===== config.mk =====
export PLATFORM = sky130hd
export DESIGN_NAME = spi_slave_core
export DESIGN_NICKNAME = d
export VERILOG_FILES = /design/src/rtl/spi_slave_core.sv
export SDC_FILE = /design/constraint.sdc
export NUM_CORES = 1
export LEC_CHECK = 0
export ABC_AREA = 1
export CAP_MARGIN = 10
export CORE_MARGIN = 2
export CORE_UTILIZATION = 55
export CTS_BUF_LIST = sky130_fd_sc_hd__clkbuf_8
export DETAILED_ROUTE_END_ITERATION = 8
export GPL_TIMING_DRIVEN = 0
export PLACE_DENSITY = 0.79
export SLEW_MARGIN = 20
export SYNTH_ARGS = -nofsm -noshare
export SYNTH_HDL_FRONTEND = slang
export SYNTH_SLANG_ARGS = --single-unit

===== constraint.sdc =====
create_clock -name clk_i -period 2.3 [get_ports clk_i]
set_clock_uncertainty 0.05 [all_clocks]
set_input_delay 0.345 -clock clk_i [delete_from_list [all_inputs] [get_ports clk_i]]
set_output_delay 0.345 -clock clk_i [all_outputs]
set_load 0.02 [all_outputs]

===== src/rtl/spi_slave_core.sv =====
// SPI target engine: oversamples SCK/CSN/MOSI with clk_i, deserialises MOSI into
// rx_data_o and serialises a TX holding register onto MISO in any CPOL/CPHA mode.
`timescale 1ns/1ps
module spi_slave_core #(
    parameter int                    DATA_WIDTH  = 8,
    parameter int                    SYNC_STAGES = 2,
    parameter logic [DATA_WIDTH-1:0] TX_IDLE     = {DATA_WIDTH{1'b1}}
) (
    input  logic                  clk_i,
    input  logic                  rst_i,
    input  logic                  cpol_i,
    input  logic                  cpha_i,
    input  logic                  lsb_first_i,
    input  logic                  sck_i,
    input  logic                  csn_i,
    input  logic                  mosi_i,
    output logic                  miso_o,
    output logic                  miso_oe_o,
    input  logic [DATA_WIDTH-1:0] tx_data_i,
    input  logic                  tx_valid_i,
    output logic                  tx_ready_o,
    output logic [DATA_WIDTH-1:0] rx_data_o,
    output logic                  rx_valid_o,
    input  logic                  rx_ready_i,
    output logic                  busy_o,
    output logic                  tx_underrun_o,
    output logic                  rx_overrun_o
);

    localparam int             CW   = $clog2(DATA_WIDTH);
    localparam logic [CW-1:0]  LAST = CW'(DATA_WIDTH - 1);

    typedef enum logic {IDLE, ACTIVE} state_t;

    state_t                  state_q, state_d;
    logic [SYNC_STAGES-1:0]  sck_sr, csn_sr, mosi_sr;
    logic                    sck_d, csn_d;
    logic                    cpol_q, cpha_q, lsb_q;
    logic [DATA_WIDTH-1:0]   hold_data;
    logic                    hold_full;
    logic [DATA_WIDTH-1:0]   tx_shift, tx_shift_d;
    logic [CW-1:0]           tx_cnt, tx_cnt_d;
    logic [DATA_WIDTH-1:0]   rx_shift, rx_word;
    logic [CW-1:0]           rx_cnt;
    logic                    miso_q;
    logic                    tx_load, tx_write, rx_done;

    wire sck_s  = sck_sr[SYNC_STAGES-1];
    wire csn_s  = csn_sr[SYNC_STAGES-1];
    wire mosi_s = mosi_sr[SYNC_STAGES-1];

    wire csn_fall = csn_d & ~csn_s;
    wire csn_rise = ~csn_d & csn_s;
    wire sck_rise = sck_s & ~sck_d;
    wire sck_fall = ~sck_s & sck_d;
    wire lead     = cpol_q ? sck_fall : sck_rise;
    wire trail    = cpol_q ? sck_rise : sck_fall;
    wire in_frame = (state_q == ACTIVE) & ~csn_s;
    wire sample_edge = in_frame & (cpha_q ? trail : lead);
    wire shift_edge  = in_frame & (cpha_q ? lead : trail);
    wire start    = (state_q == IDLE) & csn_fall;
    wire stop     = (state_q == ACTIVE) & csn_rise;

    // The CSN chain resets low so a frame already running at reset release
    // produces no falling edge: the master must deselect and reselect first.
    always_ff @(posedge clk_i or posedge rst_i) begin
        if (rst_i) begin
            sck_sr  <= '0;
            csn_sr  <= '0;
            mosi_sr <= '0;
            sck_d   <= 1'b0;
            csn_d   <= 1'b0;
        end else begin
            // NOTE: sequential state uses non-blocking assignments so every flop
            // samples pre-edge values regardless of statement order.
            sck_sr  <= {sck_sr[SYNC_STAGES-2:0], sck_i};
            csn_sr  <= {csn_sr[SYNC_STAGES-2:0], csn_i};
            mosi_sr <= {mosi_sr[SYNC_STAGES-2:0], mosi_i};
            sck_d   <= sck_s;
            csn_d   <= csn_s;
        end
    end

    always_ff @(posedge clk_i or posedge rst_i) begin
        if (rst_i) state_q <= IDLE;
        else       state_q <= state_d;
    end

    always_comb begin
        // NOTE: defaults first so no path leaves a variable unassigned (no latch).
        state_d = state_q;
        case (state_q)
            IDLE:    if (csn_fall) state_d = ACTIVE;
            ACTIVE:  if (csn_rise) state_d = IDLE;
            default: state_d = IDLE;
        endcase
    end

    always_comb begin
        tx_shift_d = tx_shift;
        tx_cnt_d   = tx_cnt;
        tx_load    = 1'b0;
        if (stop) begin
            tx_shift_d = '0;
            tx_cnt_d   = '0;
        end else if (start) begin
            // cpha=0 presents bit 0 before the first edge, so load on entry.
            tx_load  = ~cpha_i;
            tx_cnt_d = cpha_i ? '0 : CW'(1);
        end else if (shift_edge) begin
            if (tx_cnt == '0) begin
                tx_load  = 1'b1;
                tx_cnt_d = CW'(1);
            end else begin
                tx_shift_d = lsb_q ? (tx_shift >> 1) : (tx_shift << 1);
                tx_cnt_d   = (tx_cnt == LAST) ? '0 : tx_cnt + 1'b1;
            end
        end
        if (tx_load) tx_shift_d = hold_full ? hold_data : TX_IDLE;
    end

    assign tx_write = tx_valid_i & ~hold_full;
    assign rx_word  = lsb_q ? {mosi_s, rx_shift[DATA_WIDTH-1:1]}
                            : {rx_shift[DATA_WIDTH-2:0], mosi_s};
    assign rx_done  = sample_edge & (rx_cnt == LAST);

    always_ff @(posedge clk_i or posedge rst_i) begin
        if (rst_i) begin
            cpol_q        <= 1'b0;
            cpha_q        <= 1'b0;
            lsb_q         <= 1'b0;
            hold_data     <= '0;
            hold_full     <= 1'b0;
            tx_shift      <= '0;
            tx_cnt        <= '0;
            rx_shift      <= '0;
            rx_cnt        <= '0;
            rx_data_o     <= '0;
            rx_valid_o    <= 1'b0;
            miso_q        <= 1'b0;
            tx_underrun_o <= 1'b0;
            rx_overrun_o  <= 1'b0;
        end else begin
            if (state_q == IDLE) begin
                cpol_q <= cpol_i;
                cpha_q <= cpha_i;
                lsb_q  <= lsb_first_i;
            end

            // A write can only happen while empty, so it never collides with a
            // load draining a full register.
            if (tx_write) begin
                hold_data <= tx_data_i;
                hold_full <= 1'b1;
            end else if (tx_load) begin
                hold_full <= 1'b0;
            end
            tx_underrun_o <= tx_load & ~hold_full;
            tx_shift      <= tx_shift_d;
            tx_cnt        <= tx_cnt_d;

            // IDLE compare keeps MISO low for the entry cycle, putting bit 0
            // out one cycle after busy_o rises.
            if ((state_q == ACTIVE) && !stop)
                miso_q <= lsb_q ? tx_shift_d[0] : tx_shift_d[DATA_WIDTH-1];
            else
                miso_q <= 1'b0;

            if (stop || start) begin
                rx_shift <= '0;
                rx_cnt   <= '0;
            end else if (sample_edge) begin
                rx_shift <= rx_word;
                rx_cnt   <= rx_done ? '0 : rx_cnt + 1'b1;
            end

            rx_overrun_o <= 1'b0;
            if (rx_done) begin
                if (!rx_valid_o || rx_ready_i) begin
                    rx_data_o  <= rx_word;
                    rx_valid_o <= 1'b1;
                end else begin
                    rx_overrun_o <= 1'b1;
                end
            end else if (rx_valid_o && rx_ready_i) begin
                rx_valid_o <= 1'b0;
            end
        end
    end

    assign miso_o     = miso_q;
    assign busy_o     = (state_q == ACTIVE);
    assign miso_oe_o  = (state_q == ACTIVE);
    assign tx_ready_o = ~hold_full;

endmodule


==> results.cfg, run 1 <==
[status]
status = finished, final reports clean

[clock_tree]
htree_levels = 2
cts.repair.resized = 0
post_cts_buffers = 0
clk_path_buf_depth = 2
clk_pin_slew_ps = 90
cts_hold_buf = 0
root_buffer = clkbuf_8
numCtsBuffers = 5
worstSkewPairLatency_ps = 300
clock_sinks = 55
tritoncts = yes

[global_routing]
grt_pass1_wl_um = 8328
grt_usage = 0.2074
grt_overflow = 0
grt_max_degree = 32
grt_pass1_vias = 1905
grt_antenna_before_repair = 0

[floorplanning]
num_io_pins = 33
die_area_um2 = 5122
rows = 24
die_w_um = 71.57
start_util = 0.5728
die_y_um = 71.57
placeableCoreArea_um2 = 4384

[sta]
finalMaxSlewViolations = 0
fin_crit_ps = 1933
setup_viol = 0
period_share = 0.8404
rsz0062_at_grt = false
tightestPinTransition_ps = 531.1
hold_ws_ps = 304.2
relSlewSlack = 0.6454
maxClockFrequency_mhz = 517.4
hold_viol = 0

[job]
drv_cap = 0

[place]
post_dp_cell_area_um2 = 2917
hpwl_um = 3466
gp_congestion = 0.8305
io_buffers = 32

[worst_setup_path]
r2r_cells = 10
critPathMaxStageDelay_ps = 600
critPathRequiredTime_ps = 1900
path_class = reg -> out
crit_fanout = 10
critPathSlowestCell = clkdlybuf4s50_1
start_kind = register
r2r_setup_slack_ps = 500
crit_start = hold_full
crit_chain = clkinv_1 -> clkdlybuf4s50_1
critPathArrivalTime_ps = 1540
r2r-end = tx_shift[1]
regToRegStartpoint = tx_cnt[0]
end_kind = output pin

[synth]
post_synth.cell_area_avg_um2 = 9.165
yosysSeqAreaShare = 0.5481
yosysWarnings = 0
synth_cells = 274
yosys_most_used_dff = dfrtp_1
netlist_area_um2 = 2511
syn_nets = 297
synthArstFlopShare = 1.000
synth_edf_count = 0
synth_seq_cells = 55
synthDistinctLibCells = 28

[routing]
drc = 0
wl_um = 4685
vias_per_cell = 5.207
vias = 1911
drt_iter0_drc = 114
dr.pass1.iters = 4
route.antenna.remaining_nets = 0
wire_per_inst_um = 12.77

[cells_and_area]
fin_nets = 337
finalInstanceArea_um2 = 3034
final_layout_size_suffix_gt1_frac = 0.1333
n_antenna_cell = 0
synthToLayoutAreaGrowth_pct = 20.83

[pwr]
ir_drop_v = 0.0005606
power_density_nw_per_um2 = 916.1
leakagePower_uw = 0.001452

[worst_hold_path]
hold_path.class = reg -> reg
hp-start = sck_sr[0]
worstHoldPathCells = 0
holdPathEnd = sck_sr[1]
-- power breakdown --
group	switching, uW	internal [uW]	total, uW
logic	470	339	809
clock network	295	352	648
registers	138	1190	1320
-- state kept, by name (all words and copies together) (netlist names), 2 cells and up --
register,flops
csn_sr,2
hold_data,8
mosi_sr,2
rx_cnt,3
rx_data_o,8
rx_shift,8
sck_sr,2
tx_cnt,3
tx_shift,8
-- layout make-up --
class	instances	area [um2]
tap	52	65.06
clock inverter	2	35.03
inverter	41	153.9
sequential	55	1376
timing repair buffer	33	340.3
fill	358	1350
buffer	6	37.54
multi-input combinational	172	943.4
clock buffer	6	82.58
-- synthesized netlist by cell type, types with 3 or more instances --
master	n	area, um2
nand2_1	66	247.7
dfrtp_1	55	1376
inv_1	36	135.1
o21ai_0	23	115.1
nand3_1	19	95.09
nor2_1	9	33.78
mux2_2	7	78.83
o211ai_1	6	45.04
o22ai_1	6	37.54
a21oi_1	5	25.02
ha_1	5	62.56
o21ai_2	5	43.79
inv_2	4	15.01
nand4_1	4	25.02
or2_2	4	25.02
clkbuf_1	3	11.26
nand3_2	3	30.03
-- worst max-delay path by stage --
stage / to / slack [ps] / cells after the start
5_1_grt: tx_ready_o / 260 / 2
3_5_place_dp: tx_shift[4] / 520 / 11
4_1_cts: tx_ready_o / 350 / 2
2_1_floorplan: busy_o / 560 / 1
6_report: tx_ready_o / 370 / 2
3_3_place_gp: hold_data[2] / -390 / 2
-- critical path: cells and delay by family, from the launching register on --
family	cells	cell delay (ps)
DFF	1	410
buffers and inverters	2	830
-- kinds of logic (layout without fill, tap and decap cells) --
group | after synthesis | after routing | share of synthesized area
buf+inv | 47 | 88 | 0.07623
flops | 55 | 55 | 0.5481
mux | 7 | 7 | 0.03139
simple gates | 114 | 114 | 0.2098
compound gates | 46 | 46 | 0.1096
fa+ha+maj | 5 | 5 | 0.02491
-- layout by cell type (no fill, tap or decap), drive strengths merged --
cell type,instances
nand4,4
mux2,7
nand3b,1
o2111ai,1
bufinv,1
a21oi,5
nor2,13
dfrtp,55
o211ai,6
nor3,2
clkdlybuf4s50,32
or2,4
o22ai,6
inv,40
clkinv,2
and2,1
clkbuf,9
nand2,67
o21ai,28
buf,4
ha,5
nand3,22
-- metrics by stage --
| step | instances | utilization | power, uW | setup slack (ps) | setup TNS, ps |
|---|---|---|---|---|---|
| after floorplan | 274 | - | 1895 | 562.1 | 0 |
| after global placement | 358 | 0.6607 | 2098 | -387.4 | -21190 |
| after detailed placement | 359 | 0.6652 | 2145 | 520.2 | 0 |
| after CTS | 367 | 0.6921 | 2811 | 345.2 | 0 |
| after global routing | 367 | 0.6921 | 2992 | 260.3 | 0 |
| final | 367 | 0.6921 | 2780 | 367.1 | 0 |
-- routing by layer --
metal  part of all wire  global-route usage  up-vias
li1                   -                   -      971
met1               0.45              0.2549      889
met2               0.50              0.3632       42
met3              0.036             0.03657        9
met4              0.014             0.08176        0
met5                  0                   0        -
(Power assumes the default switching activity.)
==> inputs of run 2 (changes only) <==
Clock period 2.3 ns to 1.9 ns, I/O delays scaled along.
==> results.cfg, run 2 (synthesis results as in run 1) <==
[routing]
wl_um = 4674
vias = 1914
met2_length_um = 2351
drt_iter0_drc = 112
vias_per_cell = 5.215
wirelength_met1_um = 2084
dr.pass1.iters = 4
route.top_layer_used = met4
route.antenna.remaining_nets = 0
wire_per_inst_um = 12.74
drc = 0
wl_met3_um = 174

[global_routing]
grt_usage = 0.2074
grt_antenna_before_repair = 0
grt_overflow = 0
grt_pass1_wl_um = 8328
grt_pass1_vias = 1905
grt_max_degree = 32

[clock_tree]
numCtsBuffers = 5
clk_pin_slew_ps = 90
clk_path_buf_depth = 2
post_cts_buffers = 0
root_buffer = clkbuf_8
clock_sinks = 55
worstSkewPairLatency_ps = 300
htree_levels = 2
tritoncts = yes

[place]
gp_congestion = 0.8305
io_buffers = 32
dpl.cell_count = 359
post_dp_cell_area_um2 = 2917
hpwl_um = 3466

[worst_setup_path]
crit_fanout = 4
regToRegStartpoint = tx_cnt[0]
end_kind = output pin
r2r-end = tx_shift[1]
start_kind = register
path_buf_inv = 2
path_class = reg -> out
r2r_cells = 10
critPathMaxStageDelay_ps = 590
crit_family = buffers and inverters
critPathArrivalTime_ps = 1450
critPathRequiredTime_ps = 1560
critPathSlowestCell = clkdlybuf4s50_1
r2r_setup_slack_ps = 170
crit_chain = buf_4 -> clkdlybuf4s50_1

[sta]
rsz0062_at_grt = true
period_share = 0.9384
tightestPinTransition_ps = 531.1
maxClockFrequency_mhz = 560.9
final.setup.tns_ps = 0
fin_crit_ps = 1783
hold_viol = 0
finalMaxSlewViolations = 0
relSlewSlack = 0.6454
setup_viol = 0

[cells_and_area]
fin_nets = 337
final_common_cell = nand2_1
n_antenna_cell = 0
instances_no_fill = 367
post-route-util = 0.6932
final_layout_size_suffix_gt1_frac = 0.1365
synthToLayoutAreaGrowth_pct = 21.03
finalInstanceArea_um2 = 3039
final_cell_mix = nand2_1, dfrtp_1, inv_1, clkdlybuf4s50_1, o21ai_0

[status]
status = finished, final reports clean

[pwr]
pwr-share-clk = 0.233
ir_drop_v = 0.0006785
p_sw_frac = 0.3252
power_density_nw_per_um2 = 1108
p_int_uw = 2272
pwr-share-comb = 0.291
seqPwrFrac = 0.476
p_sw_uw = 1095
leakagePower_uw = 0.001463
power.total_uw = 3366

[floorplanning]
rows = 24
die_y_um = 71.57
start_util = 0.5728
die_area_um2 = 5122
die_w_um = 71.57
placeableCoreArea_um2 = 4384
num_io_pins = 33

[worst_hold_path]
hold_path.class = in -> async

[job]
drv_cap = 0
[run 2: cell count changes in the layout (fill, tap and decap cells not counted)]
cell	before	now
clkdlybuf4s50_1	32	31
dlymetal6s2s_1	0	1
nor2_1	9	8
nor2_2	2	3
[run 2: layer usage]
metal,GRT usage,vias up
li1,-,971
met1,0.2549,888
met2,0.3632,46
met3,0.03657,9
met4,0.08176,0
met5,0,-
[run 2: layout make-up]
type	instances	area (um2)
fillers	357	1345
plain buffers	6	37.54
inverters	41	153.9
clock inverters	2	35.03
repair buffers	33	342.8
flip-flops and latches	55	1376
well taps	52	65.06
multi-input cells	172	945.9
clock buffers	6	82.58
[run 2: power by group through the flow]
stage / clock [uW] / sequential (uW) / combinational, uW
6_report: 784 / 1600 / 981
5_1_grt: 868 / 1630 / 1130
4_1_cts: 814 / 1600 / 989
3_5_place_dp: 0 / 1620 / 979
3_3_place_gp: 0 / 1600 / 935
2_1_floorplan: 0 / 1600 / 697
[run 2: timing repair]
item / CTS / global route
setup endpoints to repair: 0 / 9
hold buffers: 0 / 0
gates resized for setup: 0 / 2
hold endpoints to repair: 0 / 0
[run 2: through the flow]
stage          setup slack [ps]  hold slack [ps]
2_1_floorplan             222.1            266.4
3_3_place_gp             -727.4            282.3
3_5_place_dp              120.2            286.3
4_1_cts                   5.180            298.4
5_1_grt                  -10.92            309.7
6_report                  117.1            289.6
[run 2: worst max path at each step]
stage,start,end,depth (start not counted)
2_1_floorplan,rst_i,busy_o,1
3_3_place_gp,rst_i,hold_data[2],2
3_5_place_dp,tx_cnt[0],tx_shift[4],11
4_1_cts,hold_full,tx_ready_o,2
5_1_grt,tx_cnt[0],tx_shift[6],10
6_report,busy_o,miso_oe_o,2
==> inputs of run 3 (changes only) <==
Settings changed: CTS_CLUSTER_DIAMETER set to 40, RECOVER_POWER set to 25.
==> results.cfg, run 3 (synthesis results as in run 1) <==
[sta]
finalMaxSlewViolations = 0
fin_crit_ps = 1783
setup_viol = 0
hold_viol = 0
tightestPinTransition_ps = 966.3
rsz0062_at_grt = true
hold_ws_ps = 304.2
relSlewSlack = 0.3551
maxClockFrequency_mhz = 560.9
final.setup.tns_ps = 0
period_share = 0.9384

[cells_and_area]
fin_nets = 337
finalInstanceArea_um2 = 3039
final_common_cell = nand2_1
n_antenna_cell = 0
final_cell_mix = nand2_1, dfrtp_1, inv_1, clkdlybuf4s50_1, o21ai_0
num-fill-cells = 357
final_layout_size_suffix_gt1_frac = 0.1333
synthToLayoutAreaGrowth_pct = 21.03
post-route-util = 0.6932

[clock_tree]
clk_pin_slew_ps = 90
post_cts_buffers = 0
worstSkewPairLatency_ps = 300
root_buffer = clkbuf_8
cts.repair.resized = 0
numCtsBuffers = 5
cts_hold_buf = 0
tritoncts = yes
clock_sinks = 55
clk_path_buf_depth = 2
htree_levels = 2

[pwr]
leakagePower_uw = 0.001465
ir_drop_v = 0.0006785
power.total_uw = 3364
power_density_nw_per_um2 = 1107

[routing]
wl_um = 4673
vias = 1914
wire_per_inst_um = 12.73
dr.pass1.iters = 4
drc = 0
vias_per_cell = 5.215
drt_iter0_drc = 112
route.antenna.remaining_nets = 0

[floorplanning]
die_y_um = 71.57
rows = 24
num_io_pins = 33
die_area_um2 = 5122
die_w_um = 71.57
start_util = 0.5728
placeableCoreArea_um2 = 4384

[global_routing]
grt_usage = 0.2074
grt_overflow = 0
grt_pass1_vias = 1905
grt_max_degree = 32
grt_pass1_wl_um = 8328
grt_antenna_before_repair = 0

[worst_hold_path]
worstHoldPathCells = 0
hold_path.class = reg -> reg

[place]
io_buffers = 32
hpwl_um = 3466
post_dp_cell_area_um2 = 2917
gp_congestion = 0.8305

[worst_setup_path]
critPathArrivalTime_ps = 1450
critPathRequiredTime_ps = 1560
end_kind = output pin
path_class = reg -> out
r2r_cells = 10
start_kind = register
crit_fanout = 4
r2r_setup_slack_ps = 170

[job]
drv_cap = 0

[status]
status = finished, final reports clean
run 3: final cells by class:
type | count | area, um2 | share of cell area
tap | 52 | 65.06 | 0.02141
clock inverter | 2 | 35.03 | 0.01153
inverter | 41 | 153.9 | 0.05064
clock buffer | 6 | 82.58 | 0.02717
buffer | 6 | 37.54 | 0.01235
timing repair buffer | 33 | 342.8 | 0.1128
sequential | 55 | 1376 | 0.4529
multi-input combinational | 172 | 945.9 | 0.3112
run 3: final timing paths:
check | startpoint | to
setup / recovery | busy_o | miso_oe_o
hold / removal | sck_sr[0] | sck_sr[1]
min in group asynchronous | rst_i | rx_shift[1]
max in group asynchronous | rst_i | rx_cnt[1]
hold reg to reg | sck_sr[0] | sck_sr[1]
setup reg to reg | tx_cnt[0] | tx_shift[1]
run 3: worst max-delay path: stages (launching register included):
cell	delay, ps
dfrtp_1	430
buf_4	130
clkdlybuf4s50_1	590
run 3: per-stage QoR:
stage          cells  setup slack, ps
2_1_floorplan    274            222.1
3_3_place_gp     358           -727.4
3_5_place_dp     359            120.2
4_1_cts          367            5.180
5_1_grt          367           -10.92
6_report         367            117.1
run 3: layer usage:
layer	vias up	GRT usage	part of all wire
met5	-	0	0
met4	0	0.08176	0.014
met3	9	0.03657	0.037
met2	46	0.3632	0.50
met1	888	0.2549	0.45
li1	971	-	-
run 3: power by group:
part	switching, uW	total [uW]	leakage [uW]	internal, uW
clock network	357	784	0.0000612	427
logic	571	979	0.000713	408
registers	167	1600	0.000691	1440
total	1090	3360	0.00147	2270
